## src/rtl/md_pkg.sv

```systemverilog
// md_pkg: shared operation encodings, FSM states and result field layout for the issue sequencer
package md_pkg;
  localparam logic OP_MUL = 1'b1;
  localparam logic OP_DIV = 1'b0;
  localparam logic [127:0] DZ_QUOT = '1;
  typedef enum logic [1:0] {ST_IDLE, ST_ISSUE, ST_WAIT, ST_HOLD} state_t;
  function automatic int hi_lsb(int w);
    return w;
  endfunction
  function automatic int hi_msb(int w);
    return 2 * w - 1;
  endfunction
  function automatic int lo_lsb(int w);
    return hi_lsb(w) - w;
  endfunction
endpackage

```

## src/rtl/md_issue_sequencer_if.sv

```systemverilog
// md_issue_sequencer_if: request, mul/div unit and response signals of the issue sequencer
interface md_issue_sequencer_if #(parameter int W = 64, parameter int TAG_W = 4);
  logic req_valid;
  logic req_ready;
  logic [W-1:0] req_a;
  logic [W-1:0] req_b;
  logic req_op;
  logic [TAG_W-1:0] req_tag;
  logic [W-1:0] md_a;
  logic [W-1:0] md_b;
  logic md_op;
  logic md_start;
  logic md_ready;
  logic [2*W:0] md_result;
  logic rsp_valid;
  logic rsp_ready;
  logic [W-1:0] rsp_lo;
  logic [W-1:0] rsp_hi;
  logic [TAG_W-1:0] rsp_tag;
  logic rsp_dz;
  logic busy;
  modport slave (
    input req_valid, req_a, req_b, req_op, req_tag, md_ready, md_result, rsp_ready,
    output req_ready, md_a, md_b, md_op, md_start, rsp_valid, rsp_lo, rsp_hi, rsp_tag, rsp_dz, busy
  );
  modport master (
    output req_valid, req_a, req_b, req_op, req_tag, md_ready, md_result, rsp_ready,
    input req_ready, md_a, md_b, md_op, md_start, rsp_valid, rsp_lo, rsp_hi, rsp_tag, rsp_dz, busy
  );
endinterface

```

## src/rtl/md_req_fifo.sv

```systemverilog
// md_req_fifo: synchronous request FIFO with full/empty flags and wrap-around pointers
module md_req_fifo #(parameter int WIDTH = 8, parameter int DEPTH = 4) (
  input  logic clk,
  input  logic reset,
  input  logic push,
  input  logic pop,
  input  logic [WIDTH-1:0] din,
  output logic [WIDTH-1:0] dout,
  output logic full,
  output logic empty
);
  localparam int AW = $clog2(DEPTH);
  logic [WIDTH-1:0] mem_q [DEPTH];
  logic [AW:0] wr_q, wr_d, rd_q, rd_d;
  logic do_push, do_pop;
  assign empty = wr_q == rd_q;
  assign full = wr_q == {~rd_q[AW], rd_q[AW-1:0]};
  assign dout = mem_q[rd_q[AW-1:0]];
  assign do_push = push && !full;
  assign do_pop = pop && !empty;
  always_comb begin
    wr_d = do_push ? wr_q + 1'b1 : wr_q;
    rd_d = do_pop ? rd_q + 1'b1 : rd_q;
  end
  always_ff @(posedge clk) begin
    if (!reset) begin
      wr_q <= '0;
      rd_q <= '0;
    end else begin
      wr_q <= wr_d;
      rd_q <= rd_d;
    end
    if (do_push) mem_q[wr_q[AW-1:0]] <= din;
  end
endmodule

```

## src/rtl/md_issue_sequencer.sv

```systemverilog
// md_issue_sequencer: buffers mul/div requests, issues them one at a time and holds the response
module md_issue_sequencer
  import md_pkg::*;
#(
  parameter int W = 64,
  parameter int DEPTH = 4,
  parameter int TAG_W = 4
) (
  input logic clk,
  input logic reset,
  md_issue_sequencer_if.slave bus
);
  localparam int FW = 2 * W + 1 + TAG_W;
  localparam int LO = lo_lsb(W);
  localparam int HL = hi_lsb(W);
  localparam int HM = hi_msb(W);
  logic [FW-1:0] head;
  logic empty, full, push, pop;
  logic [W-1:0] h_a, h_b;
  logic h_op, h_dz;
  logic [TAG_W-1:0] h_tag;
  state_t state_q, state_d;
  logic [W-1:0] a_q, a_d, b_q, b_d, lo_q, lo_d, hi_q, hi_d;
  logic op_q, op_d, start_q, start_d, valid_q, valid_d, dz_q, dz_d;
  logic [TAG_W-1:0] tag_q, tag_d, rtag_q, rtag_d;
  assign bus.req_ready = !full && reset;
  assign push = bus.req_valid && bus.req_ready;
  assign {h_tag, h_op, h_b, h_a} = head;
  assign h_dz = h_op == OP_DIV && h_b == '0;
  md_req_fifo #(.WIDTH(FW), .DEPTH(DEPTH)) u_fifo (
    .clk(clk),
    .reset(reset),
    .push(push),
    .pop(pop),
    .din({bus.req_tag, bus.req_op, bus.req_b, bus.req_a}),
    .dout(head),
    .full(full),
    .empty(empty)
  );
  always_comb begin
    state_d = state_q;
    a_d = a_q;
    b_d = b_q;
    op_d = op_q;
    tag_d = tag_q;
    lo_d = lo_q;
    hi_d = hi_q;
    rtag_d = rtag_q;
    dz_d = dz_q;
    valid_d = valid_q;
    start_d = 1'b0;
    pop = 1'b0;
    case (state_q)
      ST_IDLE: if (!empty) begin
        pop = 1'b1;
        if (h_dz) begin
          lo_d = DZ_QUOT[W-1:0];
          hi_d = h_a;
          rtag_d = h_tag;
          dz_d = 1'b1;
          valid_d = 1'b1;
          state_d = ST_HOLD;
        end else begin
          a_d = h_a;
          b_d = h_b;
          op_d = h_op;
          tag_d = h_tag;
          state_d = ST_ISSUE;
        end
      end
      ST_ISSUE: begin
        start_d = 1'b1;
        state_d = ST_WAIT;
      end
      ST_WAIT: if (bus.md_ready) begin
        lo_d = bus.md_result[LO +: W];
        hi_d = bus.md_result[HM:HL];
        rtag_d = tag_q;
        dz_d = 1'b0;
        valid_d = 1'b1;
        state_d = ST_HOLD;
      end
      default: if (bus.rsp_ready) begin
        valid_d = 1'b0;
        state_d = ST_IDLE;
      end
    endcase
  end
  always_ff @(posedge clk) begin
    if (!reset) begin
      state_q <= ST_IDLE;
      a_q <= '0;
      b_q <= '0;
      op_q <= 1'b0;
      tag_q <= '0;
      lo_q <= '0;
      hi_q <= '0;
      rtag_q <= '0;
      dz_q <= 1'b0;
      valid_q <= 1'b0;
      start_q <= 1'b0;
    end else begin
      state_q <= state_d;
      a_q <= a_d;
      b_q <= b_d;
      op_q <= op_d;
      tag_q <= tag_d;
      lo_q <= lo_d;
      hi_q <= hi_d;
      rtag_q <= rtag_d;
      dz_q <= dz_d;
      valid_q <= valid_d;
      start_q <= start_d;
    end
  end
  assign bus.md_a = a_q;
  assign bus.md_b = b_q;
  assign bus.md_op = op_q;
  assign bus.md_start = start_q;
  assign bus.rsp_valid = valid_q;
  assign bus.rsp_lo = lo_q;
  assign bus.rsp_hi = hi_q;
  assign bus.rsp_tag = rtag_q;
  assign bus.rsp_dz = dz_q;
  assign bus.busy = state_q != ST_IDLE || !empty;
endmodule
```

## src/flat_wrapper.sv

```systemverilog
// flat-port wrapper written by rule: the top's interface ports become plain ports
module md_issue_sequencer_flat import md_pkg::*;
#(
  parameter int W = 64,
  parameter int DEPTH = 4,
  parameter int TAG_W = 4
)
  (clk, reset, bus_req_valid, bus_req_a, bus_req_b, bus_req_op, bus_req_tag, bus_md_ready, bus_md_result, bus_rsp_ready, bus_req_ready, bus_md_a, bus_md_b, bus_md_op, bus_md_start, bus_rsp_valid, bus_rsp_lo, bus_rsp_hi, bus_rsp_tag, bus_rsp_dz, bus_busy);
  md_issue_sequencer_if #(.W(W), .TAG_W(TAG_W)) bus_i ();
  input logic clk;
  input logic reset;
  input wire logic [$bits(bus_i.req_valid)-1:0] bus_req_valid;
  input wire logic [$bits(bus_i.req_a)-1:0] bus_req_a;
  input wire logic [$bits(bus_i.req_b)-1:0] bus_req_b;
  input wire logic [$bits(bus_i.req_op)-1:0] bus_req_op;
  input wire logic [$bits(bus_i.req_tag)-1:0] bus_req_tag;
  input wire logic [$bits(bus_i.md_ready)-1:0] bus_md_ready;
  input wire logic [$bits(bus_i.md_result)-1:0] bus_md_result;
  input wire logic [$bits(bus_i.rsp_ready)-1:0] bus_rsp_ready;
  output wire logic [$bits(bus_i.req_ready)-1:0] bus_req_ready;
  output wire logic [$bits(bus_i.md_a)-1:0] bus_md_a;
  output wire logic [$bits(bus_i.md_b)-1:0] bus_md_b;
  output wire logic [$bits(bus_i.md_op)-1:0] bus_md_op;
  output wire logic [$bits(bus_i.md_start)-1:0] bus_md_start;
  output wire logic [$bits(bus_i.rsp_valid)-1:0] bus_rsp_valid;
  output wire logic [$bits(bus_i.rsp_lo)-1:0] bus_rsp_lo;
  output wire logic [$bits(bus_i.rsp_hi)-1:0] bus_rsp_hi;
  output wire logic [$bits(bus_i.rsp_tag)-1:0] bus_rsp_tag;
  output wire logic [$bits(bus_i.rsp_dz)-1:0] bus_rsp_dz;
  output wire logic [$bits(bus_i.busy)-1:0] bus_busy;
  assign bus_i.req_valid = bus_req_valid;
  assign bus_i.req_a = bus_req_a;
  assign bus_i.req_b = bus_req_b;
  assign bus_i.req_op = bus_req_op;
  assign bus_i.req_tag = bus_req_tag;
  assign bus_i.md_ready = bus_md_ready;
  assign bus_i.md_result = bus_md_result;
  assign bus_i.rsp_ready = bus_rsp_ready;
  assign bus_req_ready = bus_i.req_ready;
  assign bus_md_a = bus_i.md_a;
  assign bus_md_b = bus_i.md_b;
  assign bus_md_op = bus_i.md_op;
  assign bus_md_start = bus_i.md_start;
  assign bus_rsp_valid = bus_i.rsp_valid;
  assign bus_rsp_lo = bus_i.rsp_lo;
  assign bus_rsp_hi = bus_i.rsp_hi;
  assign bus_rsp_tag = bus_i.rsp_tag;
  assign bus_rsp_dz = bus_i.rsp_dz;
  assign bus_busy = bus_i.busy;
  md_issue_sequencer #(.W(W), .DEPTH(DEPTH), .TAG_W(TAG_W)) u_core (.clk(clk), .reset(reset), .bus(bus_i));
endmodule
```

## config.mk

```make
export PLATFORM = sky130hd
export DESIGN_NAME = md_issue_sequencer_flat
export DESIGN_NICKNAME = d
export VERILOG_FILES = /design/src/rtl/md_pkg.sv /design/src/rtl/md_issue_sequencer_if.sv /design/src/rtl/md_req_fifo.sv /design/src/rtl/md_issue_sequencer.sv /design/src/flat_wrapper.sv
export SDC_FILE = /design/constraint.sdc
export NUM_CORES = 1
export LEC_CHECK = 0
export ABC_AREA = 1
export CORE_MARGIN = 2
export CORE_UTILIZATION = 40
export CTS_BUF_LIST = sky130_fd_sc_hd__clkbuf_4 sky130_fd_sc_hd__clkbuf_8
export CTS_CLUSTER_SIZE = 12
export DETAILED_ROUTE_END_ITERATION = 10
export DONT_BUFFER_PORTS = 1
export GPL_TIMING_DRIVEN = 0
export PLACE_DENSITY = 0.52
export SYNTH_ARGS = -nofsm -noshare
export SYNTH_HDL_FRONTEND = slang
export SYNTH_SLANG_ARGS = --single-unit
```

## constraint.sdc

```tcl
create_clock -name clk -period 9.4 [get_ports clk]
set_input_delay 0.47 -clock clk [delete_from_list [all_inputs] [get_ports clk]]
set_output_delay 0.47 -clock clk [all_outputs]
set_load 0.1 [all_outputs]
```

==> metrics.cfg, run 1 <==
[timing]
clock_skew_ns=0.04593
timing.fmax_mhz=261.8
period_share_pct=40.64
fin_setup_tns_ns=0
relSlewSlack_pct=16.02
setup_viol=0
post-route-min-period_ns=3.820
tightest_slew_ns=1.258
report.final.slew_viol_count=0
fin_hold_ws_ns=0.1402
finalWorstSetupSlack_ns=5.580
rsz0062_at_grt=no
hold_viol=0

[pwr]
total_power_mw=15.97
p_leak_nw=15.73
power_per_cell_area_mw_per_mm2=400.5
vdd_drop_max_mv=0.2084

[finish]
multi_input_area_mm2=0.009286
drive_gt1_share_pct=11.01
area_delta_synth_final_pct=23.16
layout.nets=4038
final_cell_mix=nand2_1 (1,038), edfxtp_1 (532), nor2_1 (507)
final_common_cell=nand2_1
final_util_pct=49.66
final-seq-area_mm2=0.02154
fill_cells=7302

[placement]
gp_congestion=0.8804
io_buffer_count=0
dp_slack_ns=5.507
dpl.hpwl_um=79110

[yosys]
synthSimpleGateAreaFrac_pct=21.43
yosysSeqAreaShare_pct=66.55
synth_top_family_by_area=simple AND/OR/NAND/NOR gates
synth-xor-area-share_pct=0.08117
synth-adder-area-share_pct=0.3479
synth.avg_cell_area_um2=9.709
synth_mux_area_share_pct=0
synthesis.nets=3610
netlist_instances=3334
ys_seq_elements=810
synth.distinct_cells=23
syn_area_mm2=0.03237
synth_compound_area_share_pct=6.737
yosysWarnings=0

[floorplan]
die-area_mm2=0.08321
pin_count=533
die_h_um=288.5
die_x_um=288.5
initial_core_util_pct=40.32
rows=104
coreArea_mm2=0.08029

[drt]
dr.pass1.iters=6
viasPerCell=5.153
vias=25480
ant_nets=0
drcViolationCount=0
drt-initial-drc-count=2066
wire_per_inst_um=22.79
wl_um=112700

[min_path]
holdCritPathClass=primary input to flop
hold_path_end=u_core.bus.rsp_valid
hp-start=reset
min_delay_path_depth=3

[global_routing]
use_met2_pct=42.45
grt.busiest_layer=met2
use_met1_pct=33.89
grt_max_degree=27
grt_pass1_wl_um=159000
grt_pass1_vias=24540
track_usage_pct=26.27
grtUsageMet3_pct=7.291
gr-total-overflow=0
antenna_found_initial=10

[cts]
ctsResizeCount=0
clk_path_buf_depth=3
htree_levels=4
clock-sinks=810
cts_hold_buf=261
cts_setup_buffers=0
clock_latency_ns=0.81
cts_root_buffer=clkbuf_8
cts_buffers=142
path_clk_slew_ns=0.06
cts_tree=yes

[job]
maxCapViolations=0

[critical_path]
end_kind=flop
r2r-end=u_core.bus.md_b[50]
worst_r2r_path_depth=14
r2r_slack_ns=5.58
crit_type=flop to flop
worstPathRequired_ns=10.14
cp.arrival_ns=4.56
worstSetupStartpointType=flop
critical_path.max_fanout=10

[run_status]
status=completed

-- how the worst max path moves through the flow --
stage	startpoint	endpoint	slack (ns)	depth (start not counted)
floorplan	u_core.u_fifo.rd_q[0]	u_core.u_fifo.wr_q[2]	1.53	8
global placement	u_core.u_fifo.rd_q[0]	u_core.u_fifo.wr_q[2]	-4.51	8
detailed placement	flop	u_core.bus.md_b[50]	5.51	14
CTS	flop	u_core.bus.md_b[50]	5.49	14
global route	flop	u_core.bus.md_b[49]	5.27	14
finish	flop	u_core.bus.md_b[50]	5.58	14
-- state kept, by name (all words and copies together), names as in the netlist, named ones only --
name and cells:
u_core.bus.md_a 64, u_core.bus.md_start 1, u_core.u_fifo.rd_q 3, u_core.bus.rsp_valid 1, u_core.tag_q 4, u_core.bus.md_op 1
u_core.bus.rsp_tag 4, u_core.state_q 2, u_core.bus.rsp_hi 64, u_core.bus.md_b 64, u_core.bus.rsp_dz 1, u_core.u_fifo.mem_q 532
u_core.bus.rsp_lo 64, u_core.u_fifo.wr_q 3
-- where the power goes --
group          switching, mW  internal, mW  leakage, nW  total (mW)
logic                   3.35          1.31         7.00        4.66
clock network           1.48          1.93         1.60        3.41
registers               3.57          4.33         7.12        7.90
-- through the flow --
step,std cells,cell area [um2]
5_1_grt,4940,39860
3_5_place_dp,4417,34220
3_3_place_gp,4394,33700
2_1_floorplan,3334,32370
6_report,4944,39870
4_1_cts,4937,39850
-- cell usage after synthesis --
master | instances | area [um2]
a21oi_1 | 145 | 725.7
a32o_1 | 22 | 220.2
buf_1 | 12 | 45.04
buf_2 | 63 | 315.3
buf_4 | 9 | 67.56
buf_6 | 17 | 191.4
clkbuf_1 | 97 | 364.1
dfxtp_1 | 278 | 5565
edfxtp_1 | 532 | 15980
ha_1 | 9 | 112.6
inv_1 | 155 | 581.8
inv_2 | 2 | 7.510
nand2_1 | 1038 | 3896
nand3_1 | 137 | 685.7
nand4_1 | 5 | 31.28
nor2_1 | 511 | 1918
nor3_1 | 1 | 5.000
o21ai_0 | 186 | 930.9
o21ai_1 | 1 | 5.000
o21bai_2 | 1 | 11.26
o22ai_1 | 46 | 287.8
or2_2 | 64 | 400.4
xnor2_1 | 3 | 26.28
-- metal layers --
metal  up-vias  wire, um  part of all wire, %
met3       199      9878                  8.8
met4        10      3261                  2.9
met2      1090     52980                   47
li1      11870         -                    -
met1     12310     46490                   41
met5         -        61                0.054
-- cell families after synthesis --
kind of cell / Yosys count
simple gates: 1756
flops: 810
compound gates: 401
buf+inv: 355
fa+ha+maj: 9
xor+xnor: 3
-- worst max-delay path: stages (launching register included) --
cell and delay, ns:
dfxtp_1 0.38, inv_2 0.08, buf_2 0.28, buf_4 0.25, buf_2 0.41, nand3_1 0.16
nand2_1 0.16, nand3_1 0.10, nor2_1 0.13, nand3_1 0.25, o21ai_1 0.37, buf_2 0.39
buf_2 0.50, a21oi_1 0.15, nor2_1 0.13
-- area by class of cell --
class	count	share of cell area, %
Antenna cell	7	0.04394
Buffer	198	2.467
Clock buffer	217	6.707
Clock inverter	42	0.8536
Inverter	157	1.478
Multi-Input combinational cell	2169	23.29
Sequential cell	810	54.03
Tap cell	1060	3.327
Timing Repair Buffer	284	7.802
Note: power is estimated with default switching activity, not from simulation.
==> run 2, diff against run 1 <==
--- a/config.mk
+++ b/config.mk
@@ -5,7 +5,7 @@
 export SDC_FILE = /design/constraint.sdc
 export NUM_CORES = 1
 export LEC_CHECK = 0
-export ABC_AREA = 1
+export ABC_AREA = 0
 export CORE_MARGIN = 2
 export CORE_UTILIZATION = 40
 export CTS_BUF_LIST = sky130_fd_sc_hd__clkbuf_4 sky130_fd_sc_hd__clkbuf_8
@@ -13,7 +13,7 @@
 export DETAILED_ROUTE_END_ITERATION = 10
 export DONT_BUFFER_PORTS = 1
 export GPL_TIMING_DRIVEN = 0
-export PLACE_DENSITY = 0.52
+export PLACE_DENSITY = 0.54
 export SYNTH_ARGS = -nofsm -noshare
 export SYNTH_HDL_FRONTEND = slang
 export SYNTH_SLANG_ARGS = --single-unit
==> constraint.sdc (replaced) <==
create_clock -name clk -period 3.14 [get_ports clk]
set_input_delay 0.157 -clock clk [delete_from_list [all_inputs] [get_ports clk]]
set_output_delay 0.157 -clock clk [all_outputs]
set_load 0.1 [all_outputs]
==> metrics.cfg, run 2 <==
[timing]
timing.fmax_mhz=297.8  ; +14%
period_share_pct=106.9  ; +66 points
clock_skew_ns=0.03612  ; -0.009811 ns
post-route-min-period_ns=3.358  ; -0.4624 ns
hold_viol=0  ; unchanged
relSlewSlack_pct=21.87  ; +5.8 points
rsz0062_at_grt=yes
finalWorstSetupSlack_ns=-0.2179  ; -5.798 ns
tightest_slew_ns=1.170  ; -0.08754 ns
report.final.slew_viol_count=0  ; unchanged
fin_setup_tns_ns=-24.26  ; -24.26 ns
setup_viol=255  ; +255

[critical_path]
cp_top_family=simple AND/OR/NAND/NOR gates
worst_r2r_path_depth=12  ; -2
r2r_slack_ns=-0.22  ; -5.80 ns
critical_path.max_fanout=7  ; -3
path_common_cell=buf_12
cp.arrival_ns=4.02  ; -0.54 ns
worstPathRequired_ns=3.81  ; -6.33 ns
cp_slowest_cell=mux4_2
path_cells=buf_12 > buf_12 > mux4_2 > nor4_4 > nand4_1 > nor4_4 > buf_6 > buf_12 > and2_4 > o211ai_4 > clkbuf_8 > o221a_4
worstSetupStartpointType=flop
slowest_delay_ns=0.58  ; +0.08 ns
r2r-end=u_core.bus.rsp_lo[23]
cp_num_buf_inv=5  ; -1
end_kind=flop
crit_type=flop to flop

[cts]
htree_levels=4  ; unchanged
path_clk_slew_ns=0.06  ; about the same
clock_latency_ns=0.79  ; -0.02 ns
cts_tree=yes
clock-sinks=810  ; unchanged
clk_path_buf_depth=3  ; unchanged
cts_buffers=140  ; -1.4%
cts_root_buffer=clkbuf_8

[yosys]
yosysSeqAreaShare_pct=71.66  ; +5.1 points
synth_top_area_share_pct=53.15  ; +3.8 points
yosys-top-cells-area=edfxtp_1 (53%), dfxtp_1 (19%), mux4_2 (10%), nand2_1 (3.5%), nand3_1 (3.4%)
synth.distinct_cells=36  ; +57%
synthArstFlopShare_pct=0  ; unchanged
netlist_instances=1932  ; -42%
yosysWarnings=0  ; unchanged
ys_seq_elements=810  ; unchanged
yosys_most_used_dff=edfxtp_1
synth_edf_count=532  ; unchanged
synth_top_area_cell=edfxtp_1
synthesis.nets=2208  ; -39%
syn_area_mm2=0.03006  ; -7.1%
synth.most_common_cell=edfxtp_1
synth.avg_cell_area_um2=15.56  ; +60%
yosys-top-cells-count=edfxtp_1 (532), nand2_1 (279), dfxtp_1 (278)

[finish]
final_common_cell=edfxtp_1
largest_reg_flops=532  ; unchanged
fin_cells=3503  ; -29%
layout.nets=2687  ; -33%
drive_gt1_share_pct=26.49  ; +15 points
area_delta_synth_final_pct=31.94
final_cell_mix=edfxtp_1 (532), nand2_1 (279), dfxtp_1 (277)
final_util_pct=53.27  ; +3.6 points

[pwr]
p_clk_share_pct=25.8  ; +4.4 points
p_int_mw=21.74  ; +190%
p_comb_share_pct=21.6  ; -7.6 points
total_power_mw=38.69  ; +140%
p_leak_nw=13.50  ; -14%
vdd_drop_max_mv=0.8855  ; +320%
switching_share_pct=43.80  ; -8.8 points
p_seq_share_pct=52.6  ; +3.1 points
power_per_cell_area_mw_per_mm2=975.7  ; +140%
switching_power_mw=16.95  ; +100%

[global_routing]
gr-total-overflow=0  ; unchanged
grt_pass1_vias=20380  ; -17%
antenna_found_initial=18  ; +8
grt_max_degree=53  ; +96%
track_usage_pct=23.93  ; -2.3 points
grt_pass1_wl_um=135900  ; -15%

[drt]
viasPerCell=5.552  ; +7.8%
wl_um=93390  ; -17%
dr.pass1.iters=7  ; +1
drt-initial-drc-count=1456  ; -30%
vias=19450  ; -24%
drcViolationCount=0  ; unchanged
ant_nets=0  ; unchanged
wire_per_inst_um=26.66  ; +17%

[min_path]
min_delay_path_depth=1  ; -2
hp-start=bus_req_b[14]
hold_path_end=u_core.u_fifo.mem_q[1][78]
holdCritPathClass=primary input to flop

[floorplan]
coreArea_mm2=0.07445  ; -7.3%
pin_count=533  ; unchanged
rows=100  ; -3.8%
die_h_um=278.1  ; -3.6%
die_x_um=278.1  ; -3.6%
die-area_mm2=0.07735  ; -7.0%
initial_core_util_pct=40.37  ; +0.057 points

[placement]
dp.cells=2909  ; -34%
dp_slack_ns=-2.291  ; -7.797 ns
dpl.hpwl_um=62200  ; -21%
io_buffer_count=0  ; unchanged
gp_congestion=0.8767  ; -0.42%

[run_status]
violations=negative setup slack
status=finished, violations left

[job]
maxCapViolations=0  ; unchanged

==> run 2: timing repair <==
| action | 4_1_cts | 5_1_grt |
|---|---|---|
| setup buffers | 35 | 5 |
| gates cloned | 19 | 1 |
| hold buffers | 272 | 0 |
| endpoints found under the setup margin | 668 | 267 |
| pin swaps | 45 | 4 |
| resized for setup | 387 | 61 |
| endpoints found under the hold margin | 799 | 0 |
==> run 2: how the worst max path moves through the flow <==
stage / slack (ns) / cells past startpoint / to / from
final: -0.22 / 12 / u_core.bus.rsp_lo[23] / flop
after global routing: -0.26 / 13 / u_core.bus.rsp_lo[20] / flop
after CTS: -0.21 / 12 / u_core.bus.rsp_lo[21] / flop
after detailed placement: -2.29 / 14 / u_core.bus.md_a[62] / flop
after global placement: -2.32 / 3 / u_core.u_fifo.mem_q[1][91] / u_core.u_fifo.wr_q[0]
after floorplan: -0.61 / 3 / u_core.u_fifo.mem_q[1][0] / u_core.u_fifo.wr_q[0]
==> run 2: cells by family after synthesis <==
group	after synthesis	synth area share [%]
flops	810	71.66
simple gates	528	7.809
compound gates	282	7.559
buf+inv	163	2.423
mux	133	9.965
fa+ha+maj	9	0.3746
xor+xnor	7	0.2040
==> run 2: layout make-up <==
| class | count | area [um2] |
|---|---|---|
| Antenna cell | 12 | 30.03 |
| Clock inverter | 47 | 411.6 |
| Buffer | 153 | 1236 |
| Timing Repair Buffer | 339 | 3822 |
| Multi-Input combinational cell | 960 | 8841 |
| Tap cell | 969 | 1212 |
| Clock buffer | 206 | 2535 |
| Inverter | 7 | 26.28 |
| Fill cell | 6125 | 34790 |
| Sequential cell | 810 | 21540 |
==> run 2: stage by stage <==
step | hold slack, ns | cell area [um2]
global placement | 0.2561 | 31280
floorplan | 0.2559 | 30070
CTS | 0.002522 | 39400
detailed placement | 0.2560 | 31510
global route | 0.04099 | 39650
finish | 0.08749 | 39660
==> run 2: power by group through the flow <==
stage	clock, mW	sequential (mW)	combinational (mW)
2_1_floorplan	0	20.0	3.93
3_3_place_gp	0	20.5	5.81
3_5_place_dp	0	20.5	5.89
4_1_cts	10.2	20.3	8.29
5_1_grt	10.6	20.5	8.92
6_report	9.97	20.4	8.37
==> run 2: layer usage <==
metal  vias to the layer above  wire [um]  global-route usage [%]
met5                         -         49                       0
met4                         8       2644                   8.593
met3                       177       7662                   7.942
met2                       810      46590                   40.44
met1                      9900      36440                   28.56
li1                       8555          -                       -
==> run 3, diff against run 2 <==
--- a/config.mk
+++ b/config.mk
@@ -5,7 +5,7 @@
 export SDC_FILE = /design/constraint.sdc
 export NUM_CORES = 1
 export LEC_CHECK = 0
-export ABC_AREA = 0
+export ABC_AREA = 1
 export CORE_MARGIN = 2
 export CORE_UTILIZATION = 40
 export CTS_BUF_LIST = sky130_fd_sc_hd__clkbuf_4 sky130_fd_sc_hd__clkbuf_8
==> metrics.cfg, run 3 (synthesized netlist as in run 1, its figures left out) <==
[cts]
clock_latency_ns=0.80  ; about the same
clock-sinks=810  ; unchanged
cts_root_buffer=clkbuf_8
clk_path_buf_depth=3  ; unchanged
path_clk_slew_ns=0.07  ; about the same
htree_levels=4  ; unchanged
cts_tree=yes
cts_buffers=140  ; unchanged

[critical_path]
end_kind=flop
worstPathRequired_ns=3.87  ; +0.06 ns
critical_path.max_fanout=10  ; +3
cp.arrival_ns=3.73  ; -0.29 ns
crit_type=flop to flop
slowest_delay_ns=0.46  ; -0.12 ns
path_cells=buf_4 > inv_2 > buf_6 > buf_2 > buf_2 > buf_2 > clkbuf_2 > nor2_1 > o22ai_1 > nand2_1 > nand2_1 > nor2_1 > nor2_1
r2r_slack_ns=0.14  ; +0.35 ns
r2r-end=u_core.bus.rsp_hi[19]
endpoint=u_core.bus.rsp_hi[19]
cp_slowest_cell=o22ai_1
worstSetupStartpointType=flop
worst_r2r_path_depth=13  ; +1

[global_routing]
track_usage_pct=25.97  ; +2.0 points
gr-total-overflow=0  ; unchanged
grtUsageMet3_pct=7.362  ; -0.58 points
antenna_found_initial=23  ; +5
grt.busiest_layer=met2
grt_max_degree=28  ; -47%
use_met2_pct=41.83  ; +1.4 points
grt_pass1_vias=23980  ; +18%
grt_pass1_wl_um=156500  ; +15%
use_met1_pct=33.35  ; +4.8 points

[min_path]
holdCritPathClass=primary input to flop
min_delay_path_depth=3  ; +2

[finish]
largest_reg_flops=532  ; unchanged
layout.nets=4047  ; +51%
final_cell_mix=nand2_1 (1,029), edfxtp_1 (532), nor2_1 (496)
drive_gt1_share_pct=12.32  ; -14 points
area_delta_synth_final_pct=24.56
final_common_cell=nand2_1
final_util_pct=50.22  ; -3.0 points

[drt]
drt-initial-drc-count=1885  ; +29%
wl_um=111700  ; +20%
wire_per_inst_um=22.49  ; -16%
drcViolationCount=0  ; unchanged
vias=24900  ; +28%
ant_nets=0  ; unchanged
dr.pass1.iters=5  ; -2
viasPerCell=5.016  ; -9.7%

[floorplan]
die_x_um=288.5  ; +3.7%
die_h_um=288.5  ; +3.7%
die-area_mm2=0.08321  ; +7.6%
pin_count=533  ; unchanged
initial_core_util_pct=40.32  ; -0.057 points
coreArea_mm2=0.08029  ; +7.8%
rows=104  ; +4.0%

[timing]
setup_viol=0  ; -100%
period_share_pct=95.64  ; -11 points
fin_setup_tns_ns=0  ; +24.26 ns
hold_viol=0  ; unchanged
relSlewSlack_pct=18.26  ; -3.6 points
tightest_slew_ns=1.224  ; +0.05397 ns
post-route-min-period_ns=3.003  ; -0.3548 ns
fin_hold_ws_ns=0.06376  ; -0.02373 ns
report.final.slew_viol_count=0  ; unchanged
timing.fmax_mhz=333.0  ; +12%
clock_skew_ns=0.04864  ; +0.01252 ns

[pwr]
p_leak_nw=15.91  ; +18%
vdd_drop_max_mv=0.8530  ; -3.7%
power_per_cell_area_mw_per_mm2=1192  ; +22%

[placement]
dpl.hpwl_um=78990  ; +27%
gp_congestion=0.8652  ; -1.3%
io_buffer_count=0  ; unchanged

[run_status]
status=completed

[job]
maxCapViolations=0  ; unchanged

-- run 3: cell types whose count changed in the layout (fill, tap and decap cells not counted), sizes merged, moves of 49 or more --
cell	delta
inv	+144
a21oi	+142
or2	+64
o221a	-132
o21ai	+49
nand3	-70
mux4	-133
nand2	+759
nor2	+503
-- run 3: layout make-up --
type                            instances  area, um2
Timing Repair Buffer                  295       3261
Clock inverter                         53      460.4
Clock buffer                          206       2522
Sequential cell                       810      21540
Multi-Input combinational cell       2169       9428
Buffer                                198       1131
Tap cell                             1060       1326
Inverter                              157      606.8
Fill cell                            7475      39970
Antenna cell                           16      40.04
-- run 3: per-layer routing --
metal / wire [um] / share of wire [%] / up-vias
li1: - / - / 11910
met1: 47010 / 42 / 11850
met4: 3133 / 2.8 / 14
met2: 52000 / 47 / 926
met5: 99 / 0.089 / -
met3: 9411 / 8.4 / 202
-- run 3: worst min-delay path by stage --
| stage | startpoint | endpoint | slack, ns |
|---|---|---|---|
| finish | reset | u_core.bus.md_a[29] | 0.06 |
| CTS | bus_req_a[27] | u_core.u_fifo.mem_q[2][27] | 0.003 |
| global placement | bus_req_a[27] | u_core.u_fifo.mem_q[2][27] | 0.26 |
| global route | bus_req_a[27] | u_core.u_fifo.mem_q[1][27] | 0.03 |
| floorplan | bus_req_a[0] | u_core.u_fifo.mem_q[0][0] | 0.26 |
| detailed placement | bus_req_a[27] | u_core.u_fifo.mem_q[2][27] | 0.26 |
-- run 3: power breakdown --
part / internal, mW / switching (mW)
sequential: 13.0 / 10.7
combinational: 4.25 / 10.0
clock: 5.63 / 4.53
-- run 3: through the flow --
step / instances / setup slack [ns] / power, mW / area (um2)
6_report: 4964 / 0.1369 / 48.05 / 40320
5_1_grt: 4960 / -0.01368 / 50.32 / 40310
4_1_cts: 4947 / 0.003079 / 47.99 / 40130
3_3_place_gp: 4394 / -2.273 / 37.07 / 33770
2_1_floorplan: 3334 / -0.2660 / 31.75 / 32440
3_5_place_dp: 4419 / -0.8444 / 37.18 / 34330
-- run 3: critical path, delay by kind of cell, from the launching register on --
kind | cells | cell delay (ns)
AND/OR/NAND/NOR | 5 | 0.42
flip-flops | 1 | 0.30
buffers and inverters | 7 | 1.77
AO/OA/AOI/OAI | 1 | 0.46
-- run 3: what timing repair did --
action	CTS	global route
gates resized for setup	52	65
hold endpoints to repair	829	0
buffers inserted	0	1
hold buffers	269	0
endpoints found under the setup margin	265	276
pin swaps	0	3
